### src/rtl/srng_api_pkg.sv
// Register map of the srng core, shared by the core and its bus masters.
package srng_api;

  localparam logic [7:0] ADDR_STATUS            = 8'h09;
  localparam logic [7:0] ADDR_NUM_DIGESTS       = 8'h0a;
  localparam logic [7:0] ADDR_NUM_SAMPLE_CYCLES = 8'h0b;
  localparam logic [7:0] ADDR_DATA              = 8'h10;

  localparam int unsigned STATUS_READY_BIT = 0;
  localparam int unsigned STATUS_ERROR_BIT = 1;

endpackage

### src/rtl/srng_poller.sv
// Autonomous srng core master: configures the core once, then polls status and
// XOR-folds NUM_WORDS data words into each output sample.
module srng_poller
  import srng_api::*;
#(
  parameter int unsigned WAIT_CYCLES       = 32'h0040_0000,
  parameter int unsigned NUM_WORDS         = 1,
  parameter int unsigned OUT_WIDTH         = 8,
  parameter int unsigned READY_TIMEOUT     = 1024,
  parameter logic [31:0] NUM_SAMPLE_CYCLES = 32'h0000_1000,
  parameter bit          FREE_RUN          = 1'b1
) (
  input  logic                 clk,
  input  logic                 reset_n,
  input  logic                 req,
  input  logic                 clear_error,
  output logic                 core_cs,
  output logic                 core_we,
  output logic [7:0]           core_address,
  output logic [31:0]          core_write_data,
  input  logic [31:0]          core_read_data,
  output logic [OUT_WIDTH-1:0] rnd_data,
  output logic                 rnd_valid,
  output logic                 error,
  output logic                 busy
);

  localparam int unsigned ToW = $clog2(READY_TIMEOUT + 1);

  localparam logic [31:0]    WaitLast = 32'(WAIT_CYCLES - 1);
  localparam logic [ToW-1:0] ToLimit  = ToW'(READY_TIMEOUT);
  localparam logic [7:0]     WordLast = 8'(NUM_WORDS - 1);

  typedef enum logic [1:0] {
    CtrlInit       = 2'd0,
    CtrlWait       = 2'd1,
    CtrlReadStatus = 2'd2,
    CtrlReadData   = 2'd3
  } ctrl_state_e;

  ctrl_state_e          state_q, state_d;
  logic [31:0]          wait_q, wait_d;
  logic [ToW-1:0]       to_q, to_d;
  logic [7:0]           word_q, word_d;
  logic [OUT_WIDTH-1:0] acc_q, acc_d;
  logic [OUT_WIDTH-1:0] rnd_data_q, rnd_data_d;
  logic                 rnd_valid_q, rnd_valid_d;
  logic                 error_q, error_d;

  logic                 err_set;
  logic                 start;
  logic [ToW-1:0]       to_inc;
  logic [OUT_WIDTH-1:0] acc_new;
  logic                 unused_rdata;

  // Only the low OUT_WIDTH data bits and two status bits carry meaning.
  assign unused_rdata = ^core_read_data;

  assign acc_new = acc_q ^ core_read_data[OUT_WIDTH-1:0];
  assign to_inc  = to_q + ToW'(1);

  always_comb begin
    state_d     = state_q;
    wait_d      = wait_q;
    to_d        = to_q;
    word_d      = word_q;
    acc_d       = acc_q;
    rnd_data_d  = rnd_data_q;
    rnd_valid_d = 1'b0;
    err_set     = 1'b0;
    start       = 1'b0;

    unique case (state_q)
      CtrlInit: begin
        state_d = CtrlWait;
        wait_d  = '0;
      end
      CtrlWait: begin
        if (FREE_RUN) begin
          if (wait_q == WaitLast) begin
            start = 1'b1;
          end else begin
            wait_d = wait_q + 32'd1;
          end
        end else begin
          start = req;
        end
        if (start) begin
          state_d = CtrlReadStatus;
          wait_d  = '0;
          word_d  = '0;
          acc_d   = '0;
          to_d    = '0;
        end
      end
      CtrlReadStatus: begin
        if (core_read_data[STATUS_ERROR_BIT]) begin
          err_set = 1'b1;
          state_d = CtrlWait;
        end else if (core_read_data[STATUS_READY_BIT]) begin
          state_d = CtrlReadData;
        end else begin
          to_d = to_inc;
          if (to_inc == ToLimit) begin
            err_set = 1'b1;
            state_d = CtrlWait;
          end
        end
      end
      CtrlReadData: begin
        if (word_q == WordLast) begin
          rnd_data_d  = acc_new;
          rnd_valid_d = 1'b1;
          state_d     = CtrlWait;
        end else begin
          acc_d   = acc_new;
          word_d  = word_q + 8'd1;
          to_d    = '0;
          state_d = CtrlReadStatus;
        end
      end
      default: state_d = CtrlInit;
    endcase

    // A new error event wins over a simultaneous clear.
    error_d = err_set | (error_q & ~clear_error);
  end

  always_ff @(posedge clk or negedge reset_n) begin
    if (!reset_n) begin
      state_q     <= CtrlInit;
      wait_q      <= '0;
      to_q        <= '0;
      word_q      <= '0;
      acc_q       <= '0;
      rnd_data_q  <= '0;
      rnd_valid_q <= 1'b0;
      error_q     <= 1'b0;
    end else begin
      state_q     <= state_d;
      wait_q      <= wait_d;
      to_q        <= to_d;
      word_q      <= word_d;
      acc_q       <= acc_d;
      rnd_data_q  <= rnd_data_d;
      rnd_valid_q <= rnd_valid_d;
      error_q     <= error_d;
    end
  end

  // Bus decode is gated by reset so the core sees an idle bus while reset is held,
  // even though the state register already sits in CtrlInit.
  always_comb begin
    core_cs         = 1'b0;
    core_we         = 1'b0;
    core_address    = 8'h00;
    core_write_data = 32'h0;
    if (reset_n) begin
      unique case (state_q)
        CtrlInit: begin
          core_cs         = 1'b1;
          core_we         = 1'b1;
          core_address    = ADDR_NUM_SAMPLE_CYCLES;
          core_write_data = NUM_SAMPLE_CYCLES;
        end
        CtrlReadStatus: begin
          core_cs      = 1'b1;
          core_address = ADDR_STATUS;
        end
        CtrlReadData: begin
          core_cs      = 1'b1;
          core_address = ADDR_DATA;
        end
        default: ;
      endcase
    end
  end

  assign rnd_data  = rnd_data_q;
  assign rnd_valid = rnd_valid_q;
  assign error     = error_q;
  assign busy      = (state_q != CtrlWait);

endmodule

### config.mk
export PLATFORM = sky130hd
export DESIGN_NAME = srng_poller
export DESIGN_NICKNAME = d
export VERILOG_FILES = /design/src/rtl/srng_api_pkg.sv /design/src/rtl/srng_poller.sv
export SDC_FILE = /design/constraint.sdc
export NUM_CORES = 1
export LEC_CHECK = 0
export ABC_CLOCK_PERIOD_IN_PS = 2400
export CORE_MARGIN = 2
export CORE_UTILIZATION = 52
export CTS_BUF_LIST = sky130_fd_sc_hd__clkbuf_16
export DETAILED_ROUTE_END_ITERATION = 7
export PLACE_DENSITY_LB_ADDON = 0.05
export SYNTH_ARGS = -nofsm -noshare
export SYNTH_HDL_FRONTEND = slang
export SYNTH_SLANG_ARGS = --single-unit
### constraint.sdc
create_clock -name clk -period 2.4 [get_ports clk]
set_input_delay 0.48 -clock clk [delete_from_list [all_inputs] [get_ports clk]]
set_output_delay 0.48 -clock clk [all_outputs]
set_load 0.01 [all_outputs]
## After elaboration in Yosys (flattened, before gate mapping)

Index checks and enable logic that the tools add are counted.

| storage, ports and cells | value |
|---|---|
| bits in registers | 71 |
| bits of input ports | 36 |
| output and inout bits | 53 |
| word-level logic and storage cells | 73 |

| cells by class | value |
|---|---|
| add/sub/neg operators | 3 |
| eq/ne operators | 12 |
| multiplexer cells | 35 |
| bitwise operators | 4 |
| reduce and logical (&&, ||, !) cells | 11 |

Operators with widths:

| kind | number |
|---|---|
| 32-bit two-way mux | 2 |
| 32-bit case mux with 2 select lines | 1 |
| 11-bit two-way mux | 4 |
| 11-bit case mux with 3 select lines | 1 |
| 32-bit by 1-bit adder with 32-bit output, second input constant | 1 |
| 32-bit by 22-bit equality test with 1-bit output, second input constant | 1 |
| 8-bit case mux with 2 select lines | 2 |
| 13-bit two-way mux | 2 |
| 8-bit two-way mux | 3 |
| 5-bit case mux with 3 select lines | 1 |
| 1-bit two-way mux | 12 |
| 11-bit by 1-bit adder with 11-bit output, second input constant | 1 |
| 11-bit equality test, second input constant | 1 |
| 2-bit two-way mux | 5 |
| 8-bit by 1-bit adder with 8-bit output, second input constant | 1 |
| 8-bit zero test | 1 |
| 2-bit != test, second input constant | 4 |
| 2-bit case mux with 4 select lines | 1 |
| 8-bit bitwise XOR | 1 |
| 2-bit AND reduction | 3 |
| 5-bit two-way mux | 1 |
| 5-bit AND reduction | 1 |
| 2-bit equality test, second input constant | 2 |
| 4-bit != test, second input constant | 1 |
| other kinds (11) | 12 |

## Longest topological paths before layout

| depth | value |
|---|---|
| depth in word-level cells | 7 |
| depth in mapped cells | 8 |
| depth with buffers taken out | 7 |

## Worst setup path before layout

OpenSTA, ideal clock, no wires.

| timing | value |
|---|---|
| path kind | register -> register |
| start | register to_q[0] |
| end | register state_q[1] |
| setup time | 0.155 ns |
| arrival time | 1.911 ns |
| required time | 2.245 ns |
| path slack | 0.334 ns |
| stages on the path, launching flop included | 8 |
| path buffers | 1 |
| period minus slack after synthesis | 2.066 ns |
| cells stage by stage | dfrtp_1 > ha_1 > buf_2 > nand3_1 > or4b_2 > a22o_1 > and4b_1 > o21ai_0 |

| between the ends | value |
|---|---|
| word-level cells in the longest chain between the ends | 4 |

RTL lines:

| element | line | RTL |
|---|---|---|
| start, declared | srng_poller.sv:43 | `logic [ToW-1:0] to_q, to_d;` |
| start signal, assigned | srng_poller.sv:142 | `to_q <= to_d;` |
| 11-bit by 1-bit adder with 11-bit output | srng_poller.sv:60 | `assign to_inc = to_q + ToW'(1);` |
| 11-bit equality test | srng_poller.sv:104 | `if (to_inc == ToLimit) begin` |
| 4-bit != test (no line) | - |  |
| 2-bit AND reduction (no line) | - |  |
| end signal, assigned | srng_poller.sv:131 | `state_q <= CtrlInit;` |
| end signal, assigned | srng_poller.sv:140 | `state_q <= state_d;` |
| end, declared | srng_poller.sv:41 | `ctrl_state_e state_q, state_d;` |

No other way between the ends.
A chain may end at the register's enable or synchronous reset.

## Final worst setup path

| timing | value |
|---|---|
| start | register state_q[0] |
| end | output port core_we |

| between the ends | value |
|---|---|
| word-level cells in the longest chain between the ends | 3 |

RTL lines:

| element | line | RTL |
|---|---|---|
| 2-bit zero test | srng_poller.sv:159 | `unique case (state_q)` |
| 1-bit two-way mux | srng_poller.sv:159 |  |
| 1-bit two-way mux | srng_poller.sv:158 | `if (reset_n) begin` |
| end, declared | srng_poller.sv:18 | `output logic core_we,` |

No other way between the ends.

==> flow_summary.toml <==
[status]
status = "complete, no violations"

[clock_tree]
htreeDepth = 3
cts.sinks = 71
holdBufCountCts = 0
clock_latency_ns = 0.33
post_cts_resized = 0
cts_root_buf = "clkbuf_16"
clockBufferDepth = 2
cts_buffers = 9
postCtsSetupBuffers = 0
tritoncts = "yes"
clk_pin_slew_ns = 0.06

[power_and_ir_drop]
power_per_cell_area_nw_per_um2 = 612
peakVddDrop_uv = 408
power.leakage_nw = 2.25

[logic_synthesis]
synth_top_area_share_pct = 40.7
ys_seq_area_share_pct = 40.7
syn_area_per_cell_um2 = 8.63
ys_ff_latch = 71
async_flop_share_pct = 100
ys.flop_type = "dfrtp_1"
synth_top_family_by_area = "simple AND/OR/NAND/NOR gates"
synth_xor_area_share_pct = 3.01
yosys.cell_count.top_type = "dfrtp_1"
synth_cell_types = 57
synth_area_leaders = "dfrtp_1 41%, buf_4 6.5%, nand2_1 5.8%"
syn_inst = 506
syn_area_um2 = 4370
synth_warnings = 0
ys_top_cells_by_count = "71 x dfrtp_1, 68 x nand2_1, 42 x o21ai_0"
yosysTopAreaCell = "dfrtp_1"
synth-simple-area-share_pct = 25.3
synth.mux.area_fraction_pct = 0.459
synth-edff-count = 0
synth_compound_area_share_pct = 18.7
synth_fa_ha_area_share_pct = 1.43

[floorplan]
pin_count = 89
die_area_um2 = 9140
chipWidth_um = 95.6
core_um2 = 8180
rows = 33
start_util_pct = 53.4
dieHeight_um = 95.6

[route]
routedWlPerCell_um = 15.3
drc_errors = 0
ant_nets = 0
vias = 3753
drtIter0Drc = 154
wirelength_mm = 9.97
post_drt_via_cell_ratio = 5.76
drt_pass1_iterations = 4

[global_routing]
grt_antenna_before_repair = 0
grtUsageTotal_pct = 23.7
grt_pass1_wl_mm = 16.9
grt.overflow.total = 0
first_global_vias = 3486
grt_start_max_net_pins = 72

[finish]
stdcell_count = 651
drive_above_1_share_pct = 9.34
fin_util_pct = 60.9
num_antenna_cells = 0
finalNetCount = 582
area_growth_pct = 14.0

[sta]
hold_viol = 0
fmax_mhz = 436
drv_slew = 0
rsz0062_at_grt = "false"
worst_pin_slew_ns = 0.891
final-setup-viol-count = 0
fin_tns_setup_ns = 0
finalCriticalPeriod_ns = 2.29
fin_worst_skew_ns = 0.00925
slew-limit-headroom_pct = 40.6
post-route-period-util_pct = 95.5

[worst_setup_path]
slowest_delay_ns = 0.57
start_kind = "flop"
crit_type = "flop to primary output"
arrival_ns = 1.81
cp_slowest_cell = "clkdlybuf4s50_1"
cp_cell_sequence = "nor2b_1 -> and2_1 -> clkdlybuf4s50_1"
worstPathMaxFanout = 4
endpoint_kind = "primary output"
critical_path_required_ns = 1.92

[place]
gp_congestion = 0.866
dp_cells = 635
dp_hpwl_mm = 6.80
io_buffers = 28

[hold_path]
hp-class = "input port to asynchronous set/reset pin"

[job]
drv_cap = 0
## worst paths after layout
| kind | startpoint | to | slack [ns] | cells past startpoint |
|---|---|---|---|---|
| hold reg to reg | rnd_data[6] | rnd_data[6] | 0.48 | 2 |
| max in group asynchronous | reset_n | word_q[6] | 1.41 | 2 |
| hold / removal | reset_n | wait_q[3] | 0.44 | 2 |
| setup reg to reg | word_q[1] | to_q[1] | 0.18 | 7 |
| min in group clk | rnd_data[6] | rnd_data[6] | 0.48 | 2 |
| setup / recovery | state_q[0] | core_we | 0.11 | 3 |
## worst max-delay path, delay by kind of cell, from the launching register on
family | cells | cell delay (ns)
flip-flops | 1 | 0.38
AND/OR/NAND/NOR | 2 | 0.54
buffers and inverters | 1 | 0.57
## through the flow
stage | power [W] | setup slack (ns) | area, um^2 | hold slack (ns)
after detailed placement | 0.00175 | 0.205 | 4690 | 0.454
after CTS | 0.00306 | 0.0890 | 4980 | 0.474
final | 0.00305 | 0.108 | 4980 | 0.435
after floorplan | 0.00165 | 0.334 | 4490 | 0.184
after global placement | 0.00174 | 0.195 | 4690 | 0.448
after global routing | 0.00320 | 0.00515 | 4980 | 0.496
## where the power goes
part	switching (W)	internal [W]
logic	0.000195	0.000143
registers	0.000106	0.00129
clock network	0.000520	0.000795
## metal layers
layer / vias up / share of wire (%) / global-route usage (%) / wire length (um)
met2: 114 / 45 / 35.4 / 4490
li1: 1847 / - / - / -
met4: 0 / 1.0 / 7.02 / 101
met1: 1783 / 48 / 34.5 / 4800
met3: 9 / 5.8 / 4.98 / 577
met5: - / 0 / 0 / 0
## layout make-up
cell class                 count  area (um^2)
fill                         758         3200
multi-input combinational    392         2270
sequential                    71         1780
timing repair buffer          52          458
clock buffer                   9          225
tap                          105          131
clock inverter                 7         65.1
inverter                      15         56.3
## sequential cells by signal (all words and copies together) (netlist names)
signal,flops
to_q,11
state_q,2
word_q,8
acc_q,8
error,1
wait_q,32
rnd_valid,1
rnd_data,8
## placed cells by master (no fill, tap or decap), types with 2 or more instances in the layout
cell             netlist  routed
conb_1                 1      35
or4_1                  4       4
and2_1                 4       4
a41oi_1                6       6
nand4_1               13      13
nor2_1                22      22
a21o_1                 3       3
or3_1                  6       6
a2bb2oi_1              2       2
o21ai_0               42      42
a22o_1                 4       4
and3_1                13      13
a211o_1                2       2
inv_1                 15      16
clkbuf_16              0       9
dfrtp_1               71      71
and4_1                 6       6
clkinvlp_4             0       3
nand2_1               68      68
xor2_1                 6       6
o211ai_1               5       5
nand3_1               36      36
buf_4                 38      25
o31ai_1                2       2
nor2b_1                6       6
or4_4                  2       2
mux2i_1                2       2
nor4_1                 3       3
o22ai_1                2       2
a21oi_1               13      13
nand2b_1               3       3
nor3_1                18      18
ha_1                   5       5
xnor2_1                9       9
nor4_4                 2       2
a31oi_1               28      28
clkdlybuf4s50_1        0      27
## logic make-up (layout without fill, tap and decap cells)
kind of cell,after synthesis,count (layout)
buffers and inverters,77,83
adders and majority gates,5,5
other,1,35
and+or+nand+nor,211,211
muxes,2,2
DFF,71,71
xor gates and xnor gates,15,15
AOI/OAI and AO/OA,124,124
No activity file was read; power rests on OpenSTA's default activity.
